==> src/rtl/neuron_argmax.sv <==
// Output-layer argmax: captures all neuron sums, scans them one per cycle.
// Optional ARGMAX_MARGIN_EN adds MARGIN = best - second_best.
module neuron_argmax #(
  parameter int NUM_NEURONS  = 10,
  parameter int OUTPUT_WIDTH = 26,
  parameter int INDEX_WIDTH  = 4
) (
  input  logic                                clk,
  input  logic                                rst,
  input  logic [NUM_NEURONS*OUTPUT_WIDTH-1:0] IN_SCORES,
  input  logic [NUM_NEURONS-1:0]              in_done,
  output logic [INDEX_WIDTH-1:0]              CLASS,
  output logic [OUTPUT_WIDTH-1:0]             MAX_SCORE,
`ifdef ARGMAX_MARGIN_EN
  output logic [OUTPUT_WIDTH:0]               MARGIN,
`endif
  output logic                                valid,
  output logic                                busy
);

  typedef enum logic [1:0] {
    IDLE,
    SCAN,
    DONE
  } state_t;

  localparam logic [INDEX_WIDTH-1:0] LAST =
    INDEX_WIDTH'(NUM_NEURONS - 1);

  state_t state;
  state_t state_nxt;

  logic signed [OUTPUT_WIDTH-1:0] score [NUM_NEURONS];
  logic signed [OUTPUT_WIDTH-1:0] best;
  logic signed [OUTPUT_WIDTH-1:0] cur;
  logic [INDEX_WIDTH-1:0]         best_idx;
  logic [INDEX_WIDTH-1:0]         idx;
  logic                           all_prev;
  logic                           all_done;
  logic                           start;

`ifdef ARGMAX_MARGIN_EN
  logic signed [OUTPUT_WIDTH-1:0] second;
  localparam logic [OUTPUT_WIDTH-1:0] MOST_NEG =
    {1'b1, {(OUTPUT_WIDTH-1){1'b0}}};
`endif

  // A fresh rising edge of "all done" starts a capture; the valid
  // cycle is excluded so captures never overlap a result pulse.
  assign all_done = &in_done;
  assign start    = all_done & ~all_prev & ~valid;

  // Select the score currently under comparison.
  always_comb begin
    cur = '0;
    for (int i = 0; i < NUM_NEURONS; i++) begin
      if (idx == INDEX_WIDTH'(i)) cur = score[i];
    end
  end

  // State register.
  always_ff @(posedge clk) begin
    if (rst) state <= IDLE;
    else     state <= state_nxt;
  end

  // Next-state and busy decode.
  always_comb begin
    state_nxt = state;
    busy      = 1'b0;
    unique case (state)
      IDLE: if (start) state_nxt = SCAN;
      SCAN: begin
        busy = 1'b1;
        if (idx == LAST) state_nxt = DONE;
      end
      DONE: begin
        busy      = 1'b1;
        state_nxt = IDLE;
      end
      default: state_nxt = IDLE;
    endcase
  end

  // Capture, sequential compare and result registers.
  always_ff @(posedge clk) begin
    if (rst) begin
      for (int i = 0; i < NUM_NEURONS; i++) score[i] <= '0;
      best      <= '0;
      best_idx  <= '0;
      idx       <= '0;
      all_prev  <= 1'b1;
      valid     <= 1'b0;
      CLASS     <= '0;
      MAX_SCORE <= '0;
`ifdef ARGMAX_MARGIN_EN
      second    <= '0;
      MARGIN    <= '0;
`endif
    end else begin
      all_prev <= all_done;
      valid    <= 1'b0;
      unique case (state)
        IDLE: begin
          if (start) begin
            for (int i = 0; i < NUM_NEURONS; i++)
              score[i] <= IN_SCORES[i*OUTPUT_WIDTH +: OUTPUT_WIDTH];
            best     <= IN_SCORES[OUTPUT_WIDTH-1:0];
            best_idx <= '0;
            idx      <= INDEX_WIDTH'(1);
`ifdef ARGMAX_MARGIN_EN
            second   <= MOST_NEG;
`endif
          end
        end
        SCAN: begin
          if (cur > best) begin
            best     <= cur;
            best_idx <= idx;
`ifdef ARGMAX_MARGIN_EN
            second   <= best;
          end else if (cur > second) begin
            second   <= cur;
`endif
          end
          idx <= idx + INDEX_WIDTH'(1);
        end
        DONE: begin
          CLASS     <= best_idx;
          MAX_SCORE <= best;
          valid     <= 1'b1;
`ifdef ARGMAX_MARGIN_EN
          MARGIN    <= {best[OUTPUT_WIDTH-1], best}
                     - {second[OUTPUT_WIDTH-1], second};
`endif
        end
        default: ;
      endcase
    end
  end

endmodule

==> config.mk <==
export PLATFORM = sky130hd
export DESIGN_NAME = neuron_argmax
export DESIGN_NICKNAME = d
export VERILOG_FILES = /design/src/rtl/neuron_argmax.sv
export SDC_FILE = /design/constraint.sdc
export NUM_CORES = 1
export LEC_CHECK = 0
export CORE_UTILIZATION = 45
export DETAILED_ROUTE_END_ITERATION = 10
export MAX_ROUTING_LAYER = met4
export PLACE_DENSITY = 0.75
export SLEW_MARGIN = 25
export SYNTH_ARGS = -nofsm -noshare
export SYNTH_HDL_FRONTEND = slang
export SYNTH_SLANG_ARGS = --single-unit
==> constraint.sdc <==
create_clock -name clk -period 18.15 [get_ports clk]
set_clock_uncertainty 0.15 [all_clocks]
set_input_delay 2.7225 -clock clk [delete_from_list [all_inputs] [get_ports clk]]
set_output_delay 2.7225 -clock clk [all_outputs]
set_load 0.02 [all_outputs]
==> metrics.txt <==
status complete, no violations; Die ar. 34,900 sq um; total power 1650 uW; Port Buffers 303; Sw Ratio 20.0%; largest net degree at the start of global routing 132; total gr overflow 0; placed cells 1,968; DRT iter0 DRCs 738; routed wire length per instance 20.5 um; Peak VDD IR 0.0573 mV; Max Fclk 0.159 GHz; share of flip-flops with an asynchronous set or reset 0%; clock power share 43.2%; Post-Synth XOR/XNOR Area 0%; compound-gate portion of the synthesized area 14.5%; Post-synth top cells 260 x and2_1, 260 x edfxtp_1, 86 x nor2_1; # resized after CTS 0; synthesized cell area 15,400 sq um; WP data required 18.14 ns; CTS sink cnt 328; cts bufs inserted 35; ANT nets after route 0; PwrDens 82.8 nW/um^2; Vias 11,100; number of I/O pins 304; WP data arrival 6.29 ns; core area 33,500 sq um; pre-CTS WS 11.31 ns; Setup Buffers After CTS 0; Max Cap Viol 0; Worst Setup End Kind flop; CP Class in -> reg; slew margin rel. 36.7%; CP startpoint kind input pin; Final setup violation count 0; row count 67; global placer's final weighted congestion 0.844; Final Max Tran Viols 0; RSZ-0062 raised after global routing false; most area-hungry cell type in the Yosys netlist edfxtp_1; chip width 187 um; Via density 5.44; Unique masters post-synth 60; clock root cell clkbuf_16; Syn Nets 1,604; ys flop type edfxtp_1; Worst path most repeated cell buf_4; worst path cell trace clkdlybuf4s50_1 -> nand4_1 -> nor4_1 -> nand2_1 -> nand2_4 -> buf_4 -> buf_4; Mapped Cells 1,299; Tot GR Track Use 24.4%; Initial DRT Pass Iterations 6; slack of the critical path 11.84 ns; P_sw 330 uW; routed wire length 41,600 um; simple-gate area share of the yosys netlist 17.2%; Clk Latency, worst-skew pair 0.52 ns; Tightest Pin Transition 0.947 ns; final worst path period need 6.31 ns; multiplexer share of the synthesized area 2.41%; synthesis-to-layout area growth 29.6%; Synth Area in Adders 2.69%; number of global-route vias before repair 11,100; first-pass GRT wire length 63,100 um; Seq/Total Area, Yosys 59.7%; Avg Synthesized Cell Area 11.8 sq um; Reg power frac 50.6%; Fill cells 2,729; synth warn 0; CP max FO 66; Lkg Pwr 0.00736 uW; Yosys reg bits 328; layout net count 1,864; Synth top area share 50.8%; Final Hold Fails 0; combinational share of power 6.2%; Die Ht 187 um; worst min-delay path class reg -> reg; clk buf depth 3; TritonCTS clock tree built; final setup TNS 0 ns; largest family of logic cells by synthesized area simple AND/OR/NAND/NOR gates; H-tree depth 2; non-filler cells, final 2,034; crit-path max cell delay 0.79 ns; Clock Pin Slew Worst Setup and Hold Paths 0.06 ns; layout cells sized above 1 6.12%; Post-synth EDFFs 260; internal power 1320 uW; slowest cell on the critical path buf_4; initial antenna violation count 0; Starting Density 45.8%; dominant cells by area after synthesis edfxtp_1 51%, and2_1 11%, dfxtp_1 8.9%; DRC 0; Final Cycle Share 34.7%; hold_buf cts 0; Final HPWL DP 29,300 um
==> flip-flops by register name, indices dropped and copies added, names as in the netlist, 2 cells and up <==
register	cells
state	2
best	26
best_idx	4
MAX_SCORE	26
score	260
idx	4
CLASS	4
==> stage by stage <==
step	hold WS [ns]	utilization, %	instance area, sq um
final	0.344	59.3	19900
after detailed placement	0.334	55.8	18700
after floorplan	0.301	-	15400
after CTS	0.343	59.2	19800
after global routing	0.366	59.3	19900
after global placement	0.326	55.8	18700
==> critical path: cells and delay by family <==
kind	cells	cell delay, ns
buffers and inverters	3	1.98
and+or+nand+nor	4	1.54
==> final timing paths <==
path	startpoint	to	slack [ns]	cells past startpoint
hold reg to reg	best[1]	best[1]	0.34	2
setup reg to reg	idx[2]	best[10]	12.40	13
setup / recovery	in_done[7]	score[7][11]	11.84	7
hold / removal	best[1]	best[1]	0.34	2
==> layout make-up <==
| cell class | count | area, sq um | share of cell area, % |
|---|---|---|---|
| clock inverter | 22 | 239 | 1.20 |
| antenna | 1 | 2.50 | 0.0126 |
| clock buffer | 41 | 898 | 4.51 |
| sequential | 328 | 9170 | 46.1 |
| multi-input combinational | 840 | 5710 | 28.7 |
| timing repair buffer | 321 | 3190 | 16.0 |
| inverter | 33 | 124 | 0.622 |
| tap | 448 | 561 | 2.82 |
==> logic make-up after synthesis <==
logic type	Yosys count
multiplexers	37
AND/OR/NAND/NOR	477
adder cells (fa/ha/maj)	33
buffers and inverters	131
flip-flops	328
AO/OA/AOI/OAI	293
==> metal layers <==
metal	track usage (%)	vias up	share of wire [%]
met5	-	-	0
met4	11.0	0	4.4
li1	-	5330	-
met2	41.0	384	50
met3	3.93	87	5.7
met1	28.7	5274	40
==> layout by cell type (no fill, tap or decap), drive strengths merged, types with 8 or more instances in the layout <==
| cell | synthesis | routed |
|---|---|---|
| nand4 | 9 | 9 |
| nor3 | 24 | 24 |
| mux2i | 37 | 37 |
| a22o | 20 | 20 |
| nand2 | 67 | 67 |
| ha | 33 | 33 |
| buf | 33 | 19 |
| and2 | 260 | 260 |
| dfxtp | 68 | 68 |
| clkbuf | 65 | 41 |
| clkdlybuf4s50 | 0 | 302 |
| inv | 32 | 35 |
| nor2 | 87 | 87 |
| a211oi | 45 | 45 |
| a21oi | 55 | 55 |
| edfxtp | 260 | 260 |
| a221oi | 33 | 33 |
| a22oi | 13 | 13 |
| a221o | 20 | 20 |
| o31ai | 28 | 28 |
| a311oi | 20 | 20 |
| o21a | 8 | 8 |
| clkinv | 1 | 15 |
| o22ai | 20 | 20 |
==> power groups by stage <==
stage / clock, uW / combinational [uW] / sequential [uW]
6_report: 712 / 102 / 834
5_1_grt: 757 / 109 / 835
4_1_cts: 723 / 102 / 834
3_5_place_dp: 0 / 102 / 850
3_3_place_gp: 0 / 101 / 849
2_1_floorplan: 0 / 29.3 / 855
Power figures use the tool's default switching activity.
